### src/rtl/slide_tick_if.sv
// Control and status bundle between the slide tick generator and its user.
// Handshake: en is a level (run/pause); limit_load and step are single-cycle
// request pulses sampled on the rising clock edge, with no ready/acknowledge;
// tick and wrap are single-cycle pulses, and limit_pend is a level.
interface slide_tick_if #(
  parameter int CNT_W = 25,
  parameter int POS_W = 5
);
  logic             en;
  logic             dir;
  logic [CNT_W-1:0] limit_in;
  logic             limit_load;
  logic             step;
  logic             tick;
  logic [POS_W-1:0] pos;
  logic             wrap;
  logic             limit_pend;

  modport master (
    output en, dir, limit_in, limit_load, step,
    input  tick, pos, wrap, limit_pend
  );

  modport slave (
    input  en, dir, limit_in, limit_load, step,
    output tick, pos, wrap, limit_pend
  );
endinterface

### src/rtl/slide_tick_gen.sv
// Runtime-programmable tick divider with pause/step control and a wrapping
// slide position. A new limit loaded while running waits in a shadow
// register until the next tick boundary, so the current period is never cut.
module slide_tick_gen #(
  parameter int CNT_W         = 25,
  parameter int DEFAULT_LIMIT = 16666666,
  parameter int POS_W         = 5,
  parameter int POS_MAX       = 15
) (
  input  logic        clk,
  input  logic        rst,
  slide_tick_if.slave bus,
  output logic        fsm_state
);

  typedef enum logic {RUN = 1'b0, PAUSED = 1'b1} state_t;

  localparam logic [CNT_W-1:0] LIM_RST  = CNT_W'(DEFAULT_LIMIT);
  localparam logic [CNT_W-1:0] LIM_ONE  = CNT_W'(1);
  localparam logic [POS_W-1:0] POS_LAST = POS_W'(POS_MAX);
  localparam logic [POS_W-1:0] POS_ONE  = POS_W'(1);

  state_t           state, state_n;
  logic [CNT_W-1:0] count, count_n;
  logic [CNT_W-1:0] active_lim, active_n;
  logic [CNT_W-1:0] shadow_lim, shadow_n;
  logic [POS_W-1:0] pos_q, pos_n;
  logic             tick_q, tick_n;
  logic             wrap_q, wrap_n;
  logic             pend_q, pend_n;
  logic             tick_ev;
  logic [CNT_W-1:0] eff_lim;
  logic [CNT_W-1:0] last_cnt;

  // A programmed limit of 0 behaves as 1 (tick every cycle).
  assign eff_lim  = (active_lim == '0) ? LIM_ONE : active_lim;
  assign last_cnt = eff_lim - LIM_ONE;

  // State register and all datapath registers.
  always_ff @(posedge clk or negedge rst) begin
    if (!rst) begin
      state      <= RUN;
      count      <= '0;
      active_lim <= LIM_RST;
      shadow_lim <= '0;
      pos_q      <= '0;
      tick_q     <= 1'b0;
      wrap_q     <= 1'b0;
      pend_q     <= 1'b0;
    end else begin
      state      <= state_n;
      count      <= count_n;
      active_lim <= active_n;
      shadow_lim <= shadow_n;
      pos_q      <= pos_n;
      tick_q     <= tick_n;
      wrap_q     <= wrap_n;
      pend_q     <= pend_n;
    end
  end

  // Next state: en decides the behaviour of this edge, so a tick that would
  // fall on the edge where en drops is suppressed, and resuming counts at once.
  always_comb begin
    state_n  = bus.en ? RUN : PAUSED;
    count_n  = count;
    active_n = active_lim;
    shadow_n = shadow_lim;
    pos_n    = pos_q;
    tick_n   = 1'b0;
    wrap_n   = 1'b0;
    pend_n   = pend_q;
    tick_ev  = 1'b0;

    case (state_n)
      RUN: begin
        if (count == last_cnt) begin
          count_n = '0;
          tick_ev = 1'b1;
        end else begin
          count_n = count + LIM_ONE;
        end
      end
      PAUSED: begin
        if (bus.step || bus.limit_load) count_n = '0;
        tick_ev = bus.step;
      end
      default: ;
    endcase

    // A load adopts immediately on a tick edge or while paused; otherwise it
    // parks in the shadow register (last load wins) until the next boundary.
    if (bus.limit_load) begin
      shadow_n = bus.limit_in;
      if (tick_ev || state_n == PAUSED) begin
        active_n = bus.limit_in;
        pend_n   = 1'b0;
      end else begin
        pend_n   = 1'b1;
      end
    end else if (tick_ev && pend_q) begin
      active_n = shadow_lim;
      pend_n   = 1'b0;
    end

    // Position moves only on tick edges; dir is not looked at otherwise.
    if (tick_ev) begin
      tick_n = 1'b1;
      if (bus.dir) begin
        if (pos_q == '0) begin
          pos_n  = POS_LAST;
          wrap_n = 1'b1;
        end else begin
          pos_n  = pos_q - POS_ONE;
        end
      end else begin
        if (pos_q >= POS_LAST) begin
          pos_n  = '0;
          wrap_n = 1'b1;
        end else begin
          pos_n  = pos_q + POS_ONE;
        end
      end
    end
  end

  assign bus.tick       = tick_q;
  assign bus.pos        = pos_q;
  assign bus.wrap       = wrap_q;
  assign bus.limit_pend = pend_q;
  assign fsm_state      = state;

endmodule

### src/flat_wrapper.sv
// flat-port wrapper written by rule: the top's interface ports become plain ports
module slide_tick_gen_flat 
#(
  parameter int CNT_W         = 25,
  parameter int DEFAULT_LIMIT = 16666666,
  parameter int POS_W         = 5,
  parameter int POS_MAX       = 15
)
  (clk, rst, fsm_state, bus_en, bus_dir, bus_limit_in, bus_limit_load, bus_step, bus_tick, bus_pos, bus_wrap, bus_limit_pend);
  slide_tick_if #(.CNT_W(CNT_W), .POS_W(POS_W)) bus_i ();
  input  logic clk;
  input  logic rst;
  output logic fsm_state;
  input wire logic [$bits(bus_i.en)-1:0] bus_en;
  input wire logic [$bits(bus_i.dir)-1:0] bus_dir;
  input wire logic [$bits(bus_i.limit_in)-1:0] bus_limit_in;
  input wire logic [$bits(bus_i.limit_load)-1:0] bus_limit_load;
  input wire logic [$bits(bus_i.step)-1:0] bus_step;
  output wire logic [$bits(bus_i.tick)-1:0] bus_tick;
  output wire logic [$bits(bus_i.pos)-1:0] bus_pos;
  output wire logic [$bits(bus_i.wrap)-1:0] bus_wrap;
  output wire logic [$bits(bus_i.limit_pend)-1:0] bus_limit_pend;
  assign bus_i.en = bus_en;
  assign bus_i.dir = bus_dir;
  assign bus_i.limit_in = bus_limit_in;
  assign bus_i.limit_load = bus_limit_load;
  assign bus_i.step = bus_step;
  assign bus_tick = bus_i.tick;
  assign bus_pos = bus_i.pos;
  assign bus_wrap = bus_i.wrap;
  assign bus_limit_pend = bus_i.limit_pend;
  slide_tick_gen #(.CNT_W(CNT_W), .DEFAULT_LIMIT(DEFAULT_LIMIT), .POS_W(POS_W), .POS_MAX(POS_MAX)) u_core (.clk(clk), .rst(rst), .bus(bus_i), .fsm_state(fsm_state));
endmodule
### config.mk
export PLATFORM = sky130hd
export DESIGN_NAME = slide_tick_gen_flat
export DESIGN_NICKNAME = d
export VERILOG_FILES = /design/src/rtl/slide_tick_if.sv /design/src/rtl/slide_tick_gen.sv /design/src/flat_wrapper.sv
export SDC_FILE = /design/constraint.sdc
export NUM_CORES = 1
export LEC_CHECK = 0
export ABC_AREA = 1
export BUFFER_PORTS_ARGS = -buffer_cell sky130_fd_sc_hd__buf_2
export CAP_MARGIN = 20
export CORE_MARGIN = 2
export CORE_UTILIZATION = 40
export DETAILED_ROUTE_END_ITERATION = 6
export GPL_ROUTABILITY_DRIVEN = 0
export PLACE_DENSITY_LB_ADDON = 0.05
export SETUP_SLACK_MARGIN = 0.1
export SYNTH_ARGS = -nofsm -noshare
export SYNTH_HDL_FRONTEND = slang
export SYNTH_SLANG_ARGS = --single-unit
export TNS_END_PERCENT = 20
### constraint.sdc
create_clock -name clk -period 3.48 [get_ports clk]
set_clock_uncertainty 0.1 [all_clocks]
set_input_delay 0.348 -clock clk [delete_from_list [all_inputs] [get_ports clk]]
set_output_delay 0.348 -clock clk [all_outputs]
set_load 0.05 [all_outputs]
==> results.ini <==
[clock_tree]
clk_latency_ns=0.36
ctsHoldBuffers=0
path_clk_slew_ns=0.07
cts_tree=done
cts-root-buf=clkbuf_16
clockBufferDepth=2
h-tree-depth=3
cts_sinks=84
cts_made_buffers=9

[worst_setup_path]
critPathRequiredTime_ns=3.63
worstSetupStartpoint=u_core.active_lim[12]
cp-start-kind=register
worst-r2r-cell-count=25
cp-end-kind=register
r2r-start=u_core.active_lim[12]
crit_path_max_fanout=6
worstPathArrival_ns=3.39
critical_path_class=register to register

[synthesis]
synthSimpleGateAreaFrac=0.364
synth_top_family_by_area=simple AND/OR/NAND/NOR gates
syn_inst=705
synth_common_cells=243 x nand2_1, 73 x inv_1, 72 x dfrtp_1
synth.most_common_cell=nand2_1
yosysTopAreaCell=dfrtp_1
synth_edf_count=0
synthXorXnorAreaFrac=0.0764
synthAdderAreaFrac=0.0122
synth_warnings=0
synth-seq-cells=84
synthMuxAreaShare=0
yosys.cell_types.count=38
yosys.area.top_type_share=0.353
synth_compound_area_frac=0.0556
ys_seq_area_frac=0.414
synth-main-ff-cell=dfrtp_1
synth.top_cells.by_area=dfrtp_1 35%, nand2_1 18%, dfstp_2 6.2%
synth_area_um2=5110
synthArstFlopShare=1.00
syn_nets=741
syn_avg_cell_area_um2=7.25

[global_routing]
grt_pass1_wl_mm=22.7
antenna_found_initial=0
grt.overflow.total=0
grt_max_degree=70
grt.total_usage=0.215
grt_pass1_vias=4725

[sta]
timing.fmax_mhz=308
tns_ns=0
tightest_slew_ns=1.41
min_period_over_period=0.933
hold_ws_ns=-0.00224
period_needed_ns=3.25
maxSlewViolCount=0
hold_violations=1
rsz0062_at_grt=true
setup_viol=0
max_slew_margin=0.0589

[status]
status=complete, but fails checks
violations=hold timing

[placement]
hpwl_mm=9.96
io_buffers=39
dp_cells=915
place_area_um2=5580

[pwr]
p_comb_frac=0.321
clockPowerShare=0.314
power_leakage_uw=0.00307
intPower_uw=2160
p_per_area_nw_per_um2=540
p_switching_uw=1220
seq_power_share=0.365
swShare=0.361
total_power_uw=3380
ir_drop_uv=262

[layout]
final_area_um2=6270
final_nets=808
diodes=0
drive_above_1_share=0.207
syn2layout_area_growth_pct=22.7
fin_util=0.499
multiInputGateArea_um2=2780
regArea_um2=2120
finalNonFillerCells=949
n_fill_cell=1263

[detailed_routing]
vias=4714
via_per_inst=4.97
wl_per_cell_um=14.5
wl_mm=13.8
drcViolationCount=0
drtIter0Drc=247
antenna_left=0
drt_pass1_iterations=5

[floorplanning]
die_height_um=117
die_area_um2=13700
io_pins=40
core_um2=12600
num_rows=41
die_w_um=117
start_util=0.406

[job]
max_cap_viol_count=0

[worst_hold_path]
hp-class=input port to async pin

kinds of logic (layout without fill, tap and decap cells):
| group | Yosys count | in the layout |
|---|---|---|
| and+or+nand+nor | 425 | 428 |
| buffers and inverters | 98 | 167 |
| DFF | 84 | 84 |
| AOI/OAI and AO/OA | 50 | 50 |
| xor gates and xnor gates | 43 | 43 |
| adders and majority gates | 5 | 5 |
registers in the layout, summed over array words and instances (netlist names):
register	count
u_core.bus.limit_pend	1
u_core.active_lim	25
u_core.fsm_state	1
u_core.bus.pos	5
u_core.shadow_lim	25
u_core.bus.wrap	1
u_core.count	25
u_core.bus.tick	1
stage by stage:
step | hold slack, ns | worst slack, ns
after global routing | 0.0727 | 0.00133
final | -0.00224 | 0.233
after floorplan | -0.0476 | 0.524
after detailed placement | 0.361 | -0.0168
after CTS | 0.0502 | 0.116
after global placement | 0.358 | 0.0590
worst paths after layout:
| path | to | slack (ns) |
|---|---|---|
| worst max-delay path | u_core.active_lim[13] | 0.23 |
| worst min-delay path | u_core.shadow_lim[20] | -0.002 |
| worst max register to register | u_core.active_lim[13] | 0.23 |
| worst min register to register | u_core.shadow_lim[7] | 0.37 |
| max in group asynchronous | u_core.active_lim[1] | 2.49 |
| min in group clk | u_core.shadow_lim[0] | 0.12 |
cell type report:
| class | instances | area share |
|---|---|---|
| multi-input combinational | 526 | 0.443 |
| sequential | 84 | 0.338 |
| timing repair buffer | 72 | 0.0842 |
| inverter | 79 | 0.0481 |
| clock buffer | 11 | 0.0387 |
| tap | 172 | 0.0343 |
| clock inverter | 5 | 0.0136 |
critical path: stages (launching register included):
cell and delay [ns]:
dfstp_2 0.55, inv_1 0.05, nand2_1 0.06, nor2_1 0.05, nand2_1 0.07, nor2_2 0.05
nand2_4 0.08, nand2_4 0.06, inv_4 0.06, ha_4 0.14, nand3_4 0.08, inv_4 0.07
nand3_4 0.08, nor2_4 0.18, nand3_2 0.11, xnor2_2 0.19, nor2_1 0.09, nor2_1 0.10
nand2_1 0.07, nor2_2 0.14, nand4_4 0.15, nand2_4 0.15, buf_12 0.16, nand2_4 0.10
nand2_1 0.14, nand2_1 0.05
per-layer routing:
metal / global-route usage / vias to the layer above / routed length [um]
li1: - / 2388 / -
met1: 0.283 / 2260 / 6600
met2: 0.360 / 54 / 6610
met3: 0.0422 / 12 / 402
met4: 0.0651 / 0 / 163
met5: 0 / - / 0
layout by cell type, fill, tap and decap left out, types with 3 or more instances in the layout:
cell and n:
dfstp_2 12, nor3_1 9, o22ai_1 21, buf_2 38, ha_1 4, nand3_1 62, xnor2_1 12, buf_12 5
o21ai_0 17, nor2_1 61, inv_1 67, inv_2 9, dfrtp_1 72, nand3b_1 4, nand2_2 21, nor2_4 3
a21oi_1 8, nor2_2 6, nand4_1 17, clkbuf_16 9, buf_4 28, nand2_4 7, xor2_1 28, nand2_1 223
timing repair:
item,in CTS,in global routing
gates resized for setup,8,38
pin swaps,4,22
setup buffers,4,10
gates cloned,1,3
setup endpoints to repair,50,57
power by group through the flow:
stage                     sequential (uW)  combinational, uW  clock (uW)
after floorplan                      1300                636           0
after global placement               1240                973           0
after detailed placement             1240                976           0
after CTS                            1230               1010        1100
after global routing                 1250               1230        1130
final                                1230               1090        1060
Power figures use the tool's default switching activity.
